File: src/rtl/alu_regfile.sv
`default_nettype none
// ============================================================================
//  Module   : alu_regfile
//  Purpose  : Operand register file and status-flag register for the 16-bit
//             ALU. Two combinational read ports (ALU A/B), one synchronous
//             write port with same-cycle write-to-read bypass, hard-wired
//             zero register R0, a registered flag word and a write counter.
//  Ports    : clk, reset              - clock, synchronous active-high reset
//             rd_addr_a / rd_data_a   - read port A (feeds ALU A)
//             rd_addr_b / rd_data_b   - read port B (feeds ALU B)
//             wr_en, wr_addr, wr_data - write port (wr_data = ALU Result)
//             flag_we, flags_in       - flag load, {Cout, Zero, Neg, Less}
//             flags_out               - registered flags, same bit order
//             wr_count                - accepted register writes, wraps
//  Revision : 1.0 - initial release
// ============================================================================
module alu_regfile #(
  parameter  int DATA_WIDTH = 16,
  parameter  int NUM_REGS   = 8,
  localparam int c_ADDR_W   = $clog2(NUM_REGS)
) (
  input  logic                  clk,
  input  logic                  reset,
  input  logic [c_ADDR_W-1:0]   rd_addr_a,
  input  logic [c_ADDR_W-1:0]   rd_addr_b,
  output logic [DATA_WIDTH-1:0] rd_data_a,
  output logic [DATA_WIDTH-1:0] rd_data_b,
  input  logic                  wr_en,
  input  logic [c_ADDR_W-1:0]   wr_addr,
  input  logic [DATA_WIDTH-1:0] wr_data,
  input  logic                  flag_we,
  input  logic [3:0]            flags_in,
  output logic [3:0]            flags_out,
  output logic [15:0]           wr_count
);

  // One extra bit so the range test also works when NUM_REGS is a power of two.
  localparam logic [c_ADDR_W:0] c_NUM_REGS = (c_ADDR_W + 1)'(NUM_REGS);

  logic [DATA_WIDTH-1:0] mem_q [NUM_REGS];
  logic [3:0]            flags_q, flags_d;
  logic [15:0]           wr_count_q, wr_count_d;

  logic                  w_wr_accept;
  logic [c_ADDR_W-1:0]   w_rd_addr [2];
  logic [DATA_WIDTH-1:0] w_rd_data [2];

  // A write counts only if it targets a real, non-zero register outside reset.
  // R0 is therefore never written and stays at its reset value of zero.
  assign w_wr_accept = wr_en && !reset && (wr_addr != '0)
                       && ({1'b0, wr_addr} < c_NUM_REGS);

  // --------------------------------------------------------------------------
  // Read ports: R0 / out-of-range -> 0, then bypass, then array contents.
  // The bypass is qualified by reset so reads during reset see the array.
  // --------------------------------------------------------------------------
  assign w_rd_addr[0] = rd_addr_a;
  assign w_rd_addr[1] = rd_addr_b;

  for (genvar p = 0; p < 2; p++) begin : g_rd_port
    always_comb begin
      w_rd_data[p] = '0;
      if ((w_rd_addr[p] != '0) && ({1'b0, w_rd_addr[p]} < c_NUM_REGS)) begin
        if (wr_en && !reset && (wr_addr == w_rd_addr[p])) begin
          w_rd_data[p] = wr_data;
        end else begin
          w_rd_data[p] = mem_q[w_rd_addr[p]];
        end
      end
    end
  end

  assign rd_data_a = w_rd_data[0];
  assign rd_data_b = w_rd_data[1];

  // --------------------------------------------------------------------------
  // Storage array
  // --------------------------------------------------------------------------
  always_ff @(posedge clk) begin
    if (reset) begin
      for (int i = 0; i < NUM_REGS; i++) begin
        mem_q[i] <= '0;
      end
    end else if (w_wr_accept) begin
      mem_q[wr_addr] <= wr_data;
    end
  end

  // --------------------------------------------------------------------------
  // Flag register and write counter
  // --------------------------------------------------------------------------
  always_comb begin
    flags_d    = flags_q;
    wr_count_d = wr_count_q;
    if (flag_we) begin
      flags_d = flags_in;
    end
    if (w_wr_accept) begin
      wr_count_d = wr_count_q + 16'd1;
    end
  end

  always_ff @(posedge clk) begin
    if (reset) begin
      flags_q    <= 4'b0000;
      wr_count_q <= 16'd0;
    end else begin
      flags_q    <= flags_d;
      wr_count_q <= wr_count_d;
    end
  end

  assign flags_out = flags_q;
  assign wr_count  = wr_count_q;

endmodule
`default_nettype wire

File: config.mk
export PLATFORM = sky130hd
export DESIGN_NAME = alu_regfile
export DESIGN_NICKNAME = d
export VERILOG_FILES = /design/src/rtl/alu_regfile.sv
export SDC_FILE = /design/constraint.sdc
export NUM_CORES = 1
export LEC_CHECK = 0
export ABC_AREA = 1
export BUFFER_PORTS_ARGS = -buffer_cell sky130_fd_sc_hd__clkbuf_2
export CELL_PAD_IN_SITES_DETAIL_PLACEMENT = 0
export CELL_PAD_IN_SITES_GLOBAL_PLACEMENT = 2
export CORE_MARGIN = 3
export CORE_UTILIZATION = 35
export DETAILED_ROUTE_END_ITERATION = 8
export GPL_ROUTABILITY_DRIVEN = 0
export HOLD_SLACK_MARGIN = 0.02
export PLACE_DENSITY = 0.9
export SLEW_MARGIN = 15
export SYNTH_ARGS = -nofsm -noshare
export SYNTH_HDL_FRONTEND = slang
export SYNTH_SLANG_ARGS = --single-unit
File: constraint.sdc
create_clock -name clk -period 2 [get_ports clk]
set_input_delay 0.3 -clock clk [delete_from_list [all_inputs] [get_ports clk]]
set_output_delay 0.3 -clock clk [all_outputs]
set_load 0.05 [all_outputs]
; Word-level counts from Yosys, hierarchy flattened
; Memories as Yosys holds them, arrays and structs flattened.
; Index checks and enable logic that the tools add are counted.
[classes]
addsub = 1
mul = 0
div = 0
order_cmp = 0
n_eq_ne = 2
shifts = 0
n_mux = 12
bitwise_logic = 0
n_reduce_logical = 9
[ops]
columns = cell, count
row1 = 16-bit two-way mux, 5
row2 = "16-bit by 1-bit adder with 16-bit output, second input constant", 1
row3 = 16-bit OR reduction, 1
row4 = 3-bit nonzero test, 3
row5 = 3-bit == test, 2
row6 = 1-bit two-way mux, 6
row7 = 1-bit logical AND, 4
row8 = 3-bit two-way mux, 1
row9 = 1-bit logical NOT, 1
[totals]
ff_bits = 20
latch_bits = 0
ramBits = 128
romBits = 0
input_bits = 33
out_inout_bits = 52
mem_count = 1
[memory_table]
columns = name, depth, width, rd, rd_clocked_by_memory_dff, wr, line
row1 = mem_q, 8, 16, 2, 0, 8, 40  ; logic [DATA_WIDTH-1:0] mem_q [NUM_REGS];

; Logic depth before layout (Yosys ltp)
[depth]
word_depth = 8
mapped_depth = 9
depth_no_buf = 9

; Least setup slack after synthesis
; OpenSTA, ideal clock, no wires.
[synth_timing]
kind = input-to-output
from = input wr_addr[1]
to = output rd_data_b[15]
t_arrival_ns = 1.752
t_required_ns = 1.700
slack_ns = -0.052
path_stages = 7
path_cell_list = buf_4 xor2_1 nor2_2 nand2_4 nand2_1 nor2_1 nor2_1
[synth_via]
elab_chain_len = 4
[synth_lines]
columns = element, line
row1 = from (decl), 29  ; input logic [c_ADDR_W-1:0] wr_addr,
row2 = 3-bit == test, 64  ; if (wr_en && !reset && (wr_addr == w_rd_addr[p])) begin
row3 = 1-bit logical AND, 64
row4 = 16-bit two-way mux, 64
row5 = 16-bit two-way mux, 63  ; if ((w_rd_addr[p] != '0) && ({1'b0, w_rd_addr[p]} < c_NUM_REGS)) begin
row6 = to (decl), 27  ; output logic [DATA_WIDTH-1:0] rd_data_b,
; No other way between the ends.

; Worst setup path in the final report
[layout_timing]
from = input rd_addr_a[0]
to = output rd_data_a[3]
[layout_via]
elab_chain_len = 4
word_cells_on_any_way = 6
[layout_lines]
columns = element, line
row1 = from (decl), 24  ; input logic [c_ADDR_W-1:0] rd_addr_a,
row2 = "parallel branches: the longest is 3 deep, another holds memory 8 x 16 bit", -
row3 = 16-bit two-way mux *, 63
row4 = to (decl), 26  ; output logic [DATA_WIDTH-1:0] rd_data_a,
; Every way passes the cells marked *.

==> impl_metrics.yaml <==
clock_tree:
  ctsHoldBuffers: 0
  root_buffer: "clkbuf_16"
  clk_latency_ns: 0.43
  ctsHtreeMaxLevel: 4
  cts_buffer_depth: 2
  cts.clk_slew.worst_paths_ns: 0.06
  clock-sinks: 148
  cts_inserted_buffers: 17
  cts_tree: "yes"
drt:
  viasPerCell: 5.11
  drc: 0
  routed_wl_um: 29500
  num_vias: 8163
  drtPass1Iterations: 5
  ant_nets: 0
  wl_per_cell_um: 18.5
  drt_iter0_drc: 695
synth:
  syn-cell-area_mm2: 0.00856
  synthMostInstantiatedCell: "nand2_1"
  post_synth_most_frequent_cells: "nand2_1, nor2_1, nand3_1"
  synth_ff_type: "edfxtp_1"
  yosysWarnings: 0
  synth_edf_count: 128
  syn_avg_cell_area_um2: 7.59
  ys_types: 32
  yosysSeqAreaShare_pct: 49.6
  synth_area_leaders: "edfxtp_1, nand2_1, nand3_1"
  yosys.area.top_type: "edfxtp_1"
  yosys.area.top_type_share_pct: 44.9
  ys_seq_elements: 148
  async_flop_share_pct: 0
  synthCells: 1127
timing:
  maxSlewViolCount: 0
  hold_slack_ns: 0.0845
  fmax_mhz: 515
  rsz0062_at_grt: "true"
  hold_viol_final: 0
  min_period_ns: 1.94
  fin_crit_sh_pct: 97.2
  setup_violations: 0
  fin_skew_ns: 0.00765
worst_setup_path:
  end_kind: "primary output"
  required_ns: 1.70
  reg2reg_depth: 8
  crit_path_max_fanout: 20
  r2r-start: "wr_count[0]$_SDFFE_PP0P_"
  cp.arrival_ns: 1.64
  crit_type: "input pin to primary output"
  setup.worst_path.start: "rd_addr_a[0]"
  setup.worst_path.start_class: "input pin"
layout:
  antenna_cells: 0
  layout.nets: 1301
  fill_cells: 2318
  drive_gt1_share_pct: 21.3
  postLayoutCoreUtil_pct: 47.2
  multiInputGateArea_mm2: 0.00391
  seq_area_mm2: 0.00424
  syn_to_final_growth_pct: 31.1
floorplan:
  core-area_mm2: 0.0238
  die_x_um: 162
  design.die.area_mm2: 0.0264
  num_rows: 56
  io_pins: 85
  die_h_um: 162
  initial_utilization_pct: 36.0
place:
  io_buffers: 84
  place_hpwl_um: 20600
hold_path:
  min_path_cells: 3
  hp-start: "flags_in[1]"
  hp-class: "input pin to flop"
power:
  power.leakage_nw: 4.94
  ir_drop_uv: 527
  powerDensity_mw_per_mm2: 797
grt:
  grt_pass1_wl_um: 44500
  overflow: 0
  grt_pass1_vias: 7567
  grtUsageTotal_pct: 22.4
  grt_max_degree: 45
  antenna_found_initial: 0
run_status:
  status: "complete, no violations"
run:
  max_cap_violations: 0
==> what timing repair did <==
item                                    CTS  global route
endpoints found under the setup margin    0            27
hold endpoints to repair                  0             0
resized for setup                         0            39
setup buffers                             0             1
==> placed cells by master, fill, tap and decap left out <==
cell        count
inv_6           4
nor2_2         38
xor2_1          3
clkinv_4        2
dfxtp_1        20
buf_12         48
o21ai_1         3
o21ai_2         2
inv_1          34
clkinvlp_4      1
nand2_1       345
o21ai_0        24
clkinv_2        1
nor2_1        178
nand3_1       198
clkbuf_16      23
conb_1         16
buf_4          68
clkbuf_2       51
nor2_4         10
a21oi_1        28
xnor2_1         2
clkbuf_1        3
nand4_2         6
edfxtp_1      128
nand3_2         3
a21oi_2         4
inv_4           5
clkbuf_8        1
nand4_1         5
nand2_4         2
clkinv_1       19
buf_6           4
ha_1            1
==> through the flow <==
step	cells	setup slack, ns	setup TNS (ns)	total power [mW]	area [um^2]
after CTS	1595	0.0213	0	8.91	11000
after detailed placement	1563	0.0249	0	5.68	10400
final	1599	0.0564	0	8.94	11200
after global placement	1563	0.0187	0	5.67	10400
after floorplan	1142	0.0172	0	4.75	8670
after global routing	1599	-0.0179	-0.0191	9.26	11200
==> kinds of logic (layout without fill, tap and decap cells) <==
| logic type | Yosys count | in the layout | share of synthesized area, % |
|---|---|---|---|
| flip-flops | 148 | 148 | 49.6 |
| adder cells (fa/ha/maj) | 1 | 1 | 0.146 |
| XOR/XNOR | 5 | 5 | 0.512 |
| AND/OR/NAND/NOR | 785 | 785 | 39.1 |
| other | 1 | 16 | 0.0438 |
| buffers and inverters | 126 | 264 | 6.96 |
| AO/OA/AOI/OAI | 61 | 61 | 3.70 |
==> sequential cells by signal (all words and copies together), names as in the netlist <==
signal     count
mem_q        128
flags_out      4
wr_count      16
==> path summary, 6_finish.rpt <==
kind              slack [ns]                         to
hold / removal          0.08  flags_out[1]$_SDFFE_PP0P_
setup reg to reg        0.52   wr_count[8]$_SDFFE_PP0P_
setup / recovery        0.06               rd_data_a[3]
hold reg to reg         0.50  flags_out[0]$_SDFFE_PP0P_
==> worst max-delay path: stages <==
cell and delay (ns):
buf_4 0.18, buf_12 0.18, buf_12 0.17, nand2_1 0.06, nand3_1 0.08, nand3_1 0.11
nand2_1 0.09, nor2_1 0.04, nor2_1 0.12, buf_4 0.16, buf_12 0.13
==> routing by layer <==
layer | vias to the layer above | part of all wire [%] | track usage, %
met5 | - | 0 | 0
met2 | 358 | 47 | 34.9
met1 | 3793 | 43 | 31.8
met4 | 0 | 1.9 | 7.52
met3 | 44 | 7.7 | 3.54
li1 | 3968 | - | -
==> where the power goes <==
part           leakage, nW  switching [mW]  internal (mW)
Clock                0.300            1.32           1.93
Sequential            1.39          0.0937           3.54
Combinational         3.25            1.27          0.779
Total                 4.94            2.68           6.25
==> final cells by class <==
type	count	area share, %
clock buffer	25	4.91
clock inverter	7	0.468
multi-input combinational	868	34.8
inverter	59	2.16
sequential	148	37.8
tap	319	3.56
timing repair buffer	173	16.2
Power figures use the tool's default switching activity.
